==> src/rtl/dmem_responder.sv <==
// Single-port data-memory responder for a MEM stage: IDLE -> WAIT -> RESP handshake.
// Optional macro DMEM_ALIGN_CHECK_EN rejects word-misaligned addresses.
module dmem_responder #(
  parameter int DEPTH       = 64,
  parameter int WAIT_CYCLES = 2
) (
  input  logic        clk,
  input  logic        rst_n,
  input  logic        req_valid,
  input  logic        req_write,
  input  logic [31:0] req_addr,
  input  logic [31:0] req_wdata,
  output logic        req_ready,
  output logic        rsp_valid,
  output logic [31:0] rsp_rdata,
  output logic        rsp_err,
  input  logic        rsp_ready
);

  localparam int AW = $clog2(DEPTH);

  typedef enum logic [1:0] {
    ST_IDLE,
    ST_WAIT,
    ST_RESP
  } state_t;

  state_t      state_q, state_d;
  logic [3:0]  cnt_q, cnt_d;
  logic        wr_q, wr_d;
  logic [31:0] addr_q, addr_d;
  logic [31:0] wdata_q, wdata_d;
  logic [31:0] rdata_q, rdata_d;
  logic        err_q, err_d;

  logic [31:0] mem [DEPTH];

  logic          enter_resp;
  logic          op_wr;
  logic [31:0]   op_addr;
  logic [31:0]   op_wdata;
  logic          range_err;
  logic          align_err;
  logic          op_err;
  logic [AW-1:0] op_idx;
  logic          mem_we;

  // With zero wait states RESP is entered on the acceptance edge itself,
  // so the operation must come straight from the request inputs.
  assign op_wr    = (state_q == ST_IDLE) ? req_write : wr_q;
  assign op_addr  = (state_q == ST_IDLE) ? req_addr  : addr_q;
  assign op_wdata = (state_q == ST_IDLE) ? req_wdata : wdata_q;

  assign range_err = (op_addr[31:2] >= 30'(DEPTH));
`ifdef DMEM_ALIGN_CHECK_EN
  assign align_err = (op_addr[1:0] != 2'b00);
`else
  assign align_err = &{1'b0, op_addr[1:0]};
`endif
  assign op_err = range_err | align_err;
  assign op_idx = op_addr[AW+1:2];

  always_comb begin
    state_d    = state_q;
    cnt_d      = cnt_q;
    wr_d       = wr_q;
    addr_d     = addr_q;
    wdata_d    = wdata_q;
    rdata_d    = rdata_q;
    err_d      = err_q;
    enter_resp = 1'b0;

    case (state_q)
      ST_IDLE: begin
        if (req_valid) begin
          wr_d    = req_write;
          addr_d  = req_addr;
          wdata_d = req_wdata;
          if (WAIT_CYCLES == 0) begin
            enter_resp = 1'b1;
          end else begin
            state_d = ST_WAIT;
            cnt_d   = 4'(WAIT_CYCLES);
          end
        end
      end
      ST_WAIT: begin
        cnt_d = cnt_q - 4'd1;
        if (cnt_q == 4'd1) begin
          enter_resp = 1'b1;
        end
      end
      ST_RESP: begin
        if (rsp_ready) begin
          state_d = ST_IDLE;
          rdata_d = 32'h0;
          err_d   = 1'b0;
        end
      end
      default: begin
        state_d = ST_IDLE;
        cnt_d   = 4'd0;
      end
    endcase

    if (enter_resp) begin
      state_d = ST_RESP;
      err_d   = op_err;
      rdata_d = (op_err || op_wr) ? 32'h0 : mem[op_idx];
    end
  end

  assign mem_we = enter_resp && op_wr && !op_err;

  always_ff @(posedge clk or negedge rst_n) begin
    if (!rst_n) begin
      state_q <= ST_IDLE;
      cnt_q   <= 4'd0;
      wr_q    <= 1'b0;
      addr_q  <= 32'h0;
      wdata_q <= 32'h0;
      rdata_q <= 32'h0;
      err_q   <= 1'b0;
    end else begin
      state_q <= state_d;
      cnt_q   <= cnt_d;
      wr_q    <= wr_d;
      addr_q  <= addr_d;
      wdata_q <= wdata_d;
      rdata_q <= rdata_d;
      err_q   <= err_d;
    end
  end

  // Array is never reset; the rst_n gate keeps a write from landing while reset is held.
  always_ff @(posedge clk) begin
    if (mem_we && rst_n) begin
      mem[op_idx] <= op_wdata;
    end
  end

  assign req_ready = (state_q == ST_IDLE);
  assign rsp_valid = (state_q == ST_RESP);
  assign rsp_rdata = rdata_q;
  assign rsp_err   = err_q;

endmodule

==> config.mk <==
export PLATFORM = sky130hd
export DESIGN_NAME = dmem_responder
export DESIGN_NICKNAME = d
export VERILOG_FILES = /design/src/rtl/dmem_responder.sv
export SDC_FILE = /design/constraint.sdc
export NUM_CORES = 2
export LEC_CHECK = 0
export ABC_CLOCK_PERIOD_IN_PS = 4790
export CAP_MARGIN = 20
export CELL_PAD_IN_SITES_DETAIL_PLACEMENT = 2
export CELL_PAD_IN_SITES_GLOBAL_PLACEMENT = 2
export CORE_AREA = 5 5 413 415
export CTS_BUF_LIST = sky130_fd_sc_hd__clkbuf_8
export DETAILED_ROUTE_END_ITERATION = 10
export DIE_AREA = 0 0 418 420
export PLACE_DENSITY_LB_ADDON = 0.12
export SYNTH_ARGS = -nofsm -noshare
export SYNTH_HDL_FRONTEND = slang
export SYNTH_SLANG_ARGS = --single-unit
==> constraint.sdc <==
create_clock -name clk -period 4.79 [get_ports clk]
set_input_delay 0.958 -clock clk [delete_from_list [all_inputs] [get_ports clk]]
set_output_delay 0.958 -clock clk [all_outputs]
set_load 0.01 [all_outputs]
==> out/results.txt <==
status: complete, no violations
period utilization: 99.6%
Seq/Total Area, Yosys: 79.2%
Detailed Route Iter0 Violations: 13100
Final Hold Viols: 0
drt total wl: 434000 um
Max stage delay cell, worst path: nor3_1
min cycle time layout: 4770 ps
crit path DAT: 5800 ps
reg2reg start: state_q[0]
pre-CTS setup slack: 149 ps
Num CTS Buffers: 369
drt pass-1 iters: 7
Max clock buf depth: 4
initial antenna violation count: 21
distinct cell type count after synthesis: 65
via count: 63500
Initial Utilization: 48.7%
dominant cells by area after synthesis: edfxtp_1, nand2_1, o22ai_1
fin area: 94800 um^2
Async SR Flop Fraction: 4.74%
setup violators final: 0
Port Buf Inserts: 101
final antenna-violating net count: 0
adder-cell share of the synthesized area: 0.0309%
Worst-Margin Slew: 1260 ps
Synth Cell Area: 80900 um^2
Synth top cells by count: edfxtp_1, nand2_1, o22ai_1, nor2_1, buf_2
Max Cap Viol: 0
Setup Skew: 109 ps
pin count of the biggest net entering global routing: 65
CTS tree: yes
Rows: 150
Crit Path Class: reg -> reg
syn avg cell area: 15.6 um^2
static leakage: 0.0316 uW
proportion of layout cells with a drive suffix above 1: 17.3%
multiplexer share of the synthesized area: 2.07%
Clk Latency, worst-skew pair: 1190 ps
crit-path cells: buf_4 -> o21a_1 -> a32oi_4 -> buf_12 -> o22ai_1 -> nor3_1 -> o21ai_0 -> or4_1 -> o21ai_1
Peak Freq: 210 MHz
CTS sink cnt: 2150
area delta synth->final: 17.2%
Buf/Inv on CP: 2
Simple-Gate Fraction of Synth Area: 7.45%
Most used DFF post-synth: edfxtp_1
R2R cell count: 9
clock root buffer: clkbuf_8
die area: 176000 um^2
Vias/cell: 7.71
relative slew slack: 14.9%
H-tree Lvls: 5
post-cts gate resize count: 0
Avg WL per Cell: 52.7 um
post-synth top area cell: edfxtp_1
final routed DRC violation total: 0
largest family of logic cells by synthesized area: compound AO/OA/AOI/OAI gates
nets: 5802
Final WS setup: 20.7 ps
Placed Area: 87700 um^2
HPWL Detailed: 220000 um
Crit path required time: 5820 ps
VDD IR max: 0.000410 V
Cells after Synth: 5190
PD cells: 709 nW/um^2
Synth top area share: 76.0%
CP Max Fanout: 11
post-synth net total: 5261
reg-to-reg endpoint: rsp_rdata[12]
die extent in x: 418 um
FF-to-FF setup slack: 20 ps
top-count cell post-synth: edfxtp_1
core box area: 166000 um^2
total chip power: 67300 uW
vias in the first global route: 64000
Crit. End Element: flop
nature of the critical path startpoint: flop
CTS Hold Bufs: 0
# Post-CTS Setup Buffers: 0
post-synthesis compound-gate area fraction: 9.21%
TNS Setup: 0 ps
Global Route Usage Sum: 46.2%
Top delay family on crit path: compound AO/OA/AOI/OAI gates
Yosys warnings: 0
Crit path largest cell delay: 1010 ps
Seq cells post-synth: 2150
number of cells on the critical path: 9
worst hold path class: in -> async
first-pass GRT wire length: 554000 um
Clk pin slew, worst setup/hold paths: 70 ps
# IOs: 104
gpl congestion: 0.828
Slew Viols, Final: 0
Post-synth EDFFs: 2048
RSZ-0062 raised after global routing: false
hold_ws: 80.7 ps
CP endpoint: rsp_rdata[12]
crit path from: state_q[0]
Die Y: 420 um
Congestion Overflow GR: 0
Synth Area in XOR/XNOR: 0.0217%
[where the power goes]
| group | switching (uW) | internal (uW) | leakage (uW) |
|---|---|---|---|
| sequential | 370 | 24300 | 0.0197 |
| combinational | 19200 | 5950 | 0.00792 |
| clock | 9340 | 8070 | 0.00394 |
| total | 28900 | 38300 | 0.0316 |
[registers in the layout, summed over array words and instances (netlist names)]
register / count
wr_q: 1
wdata_q: 32
addr_q: 30
state_q: 2
cnt_q: 4
rsp_rdata: 32
mem: 2048
rsp_err: 1
[routing by layer]
| layer | part of all wire [%] | global-route usage (%) | vias up |
|---|---|---|---|
| met3 | 15 | 14.8 | 2415 |
| met1 | 32 | 56.6 | 32000 |
| met2 | 43 | 69.4 | 7619 |
| met4 | 9.6 | 33.6 | 14 |
| met5 | 0.031 | 0 | - |
| li1 | - | - | 21500 |
[area by class of cell]
| cell class | count | area, um^2 |
|---|---|---|
| clock buffer | 401 | 5520 |
| inverter | 3 | 11.3 |
| timing repair buffer | 493 | 5330 |
| antenna | 30 | 75.1 |
| clock inverter | 248 | 1180 |
| tap | 2204 | 2760 |
| sequential | 2150 | 64100 |
| fill | 14400 | 71500 |
| multi-input combinational | 2714 | 15900 |
[how the worst min path moves through the flow]
stage,from,end,cells after the start
final,rst_n,rsp_err,2
after global routing,rst_n,rsp_err,2
after CTS,rst_n,state_q[0],2
after detailed placement,wdata_q[13],wdata_q[13],1
after global placement,rsp_rdata[13],rsp_rdata[13],2
after floorplan,wdata_q[0],wdata_q[0],1
[per-stage QoR]
stage                     utilization (%)  std cells
after floorplan                         -       5190
after global placement               52.7       7549
after detailed placement             52.8       7550
after CTS                            56.8       8199
after global routing                 57.0       8220
final                                57.0       8243
[placed cells by master (no fill, tap or decap), types with 107 or more instances in the layout]
cell type  Yosys  layout
nand2_1      844     838
a21oi_1      204     204
buf_4         26     281
a31oi_1      138     138
nor2_1       251     187
o22ai_1      443     443
nand3_1      177     177
edfxtp_1    2048    2048
clkbuf_8       0     401
buf_12         0     107
inv_1          3     140
[logic make-up (layout without fill, tap and decap cells)]
logic type,count (synthesis),count (layout)
flip-flops,2150,2150
AND/OR/NAND/NOR,1446,1446
AO/OA/AOI/OAI,1111,1111
buffers and inverters,326,1145
multiplexers,153,153
adder cells (fa/ha/maj),2,2
XOR/XNOR,2,2
other,0,30
No activity file was read; power rests on OpenSTA's default activity.
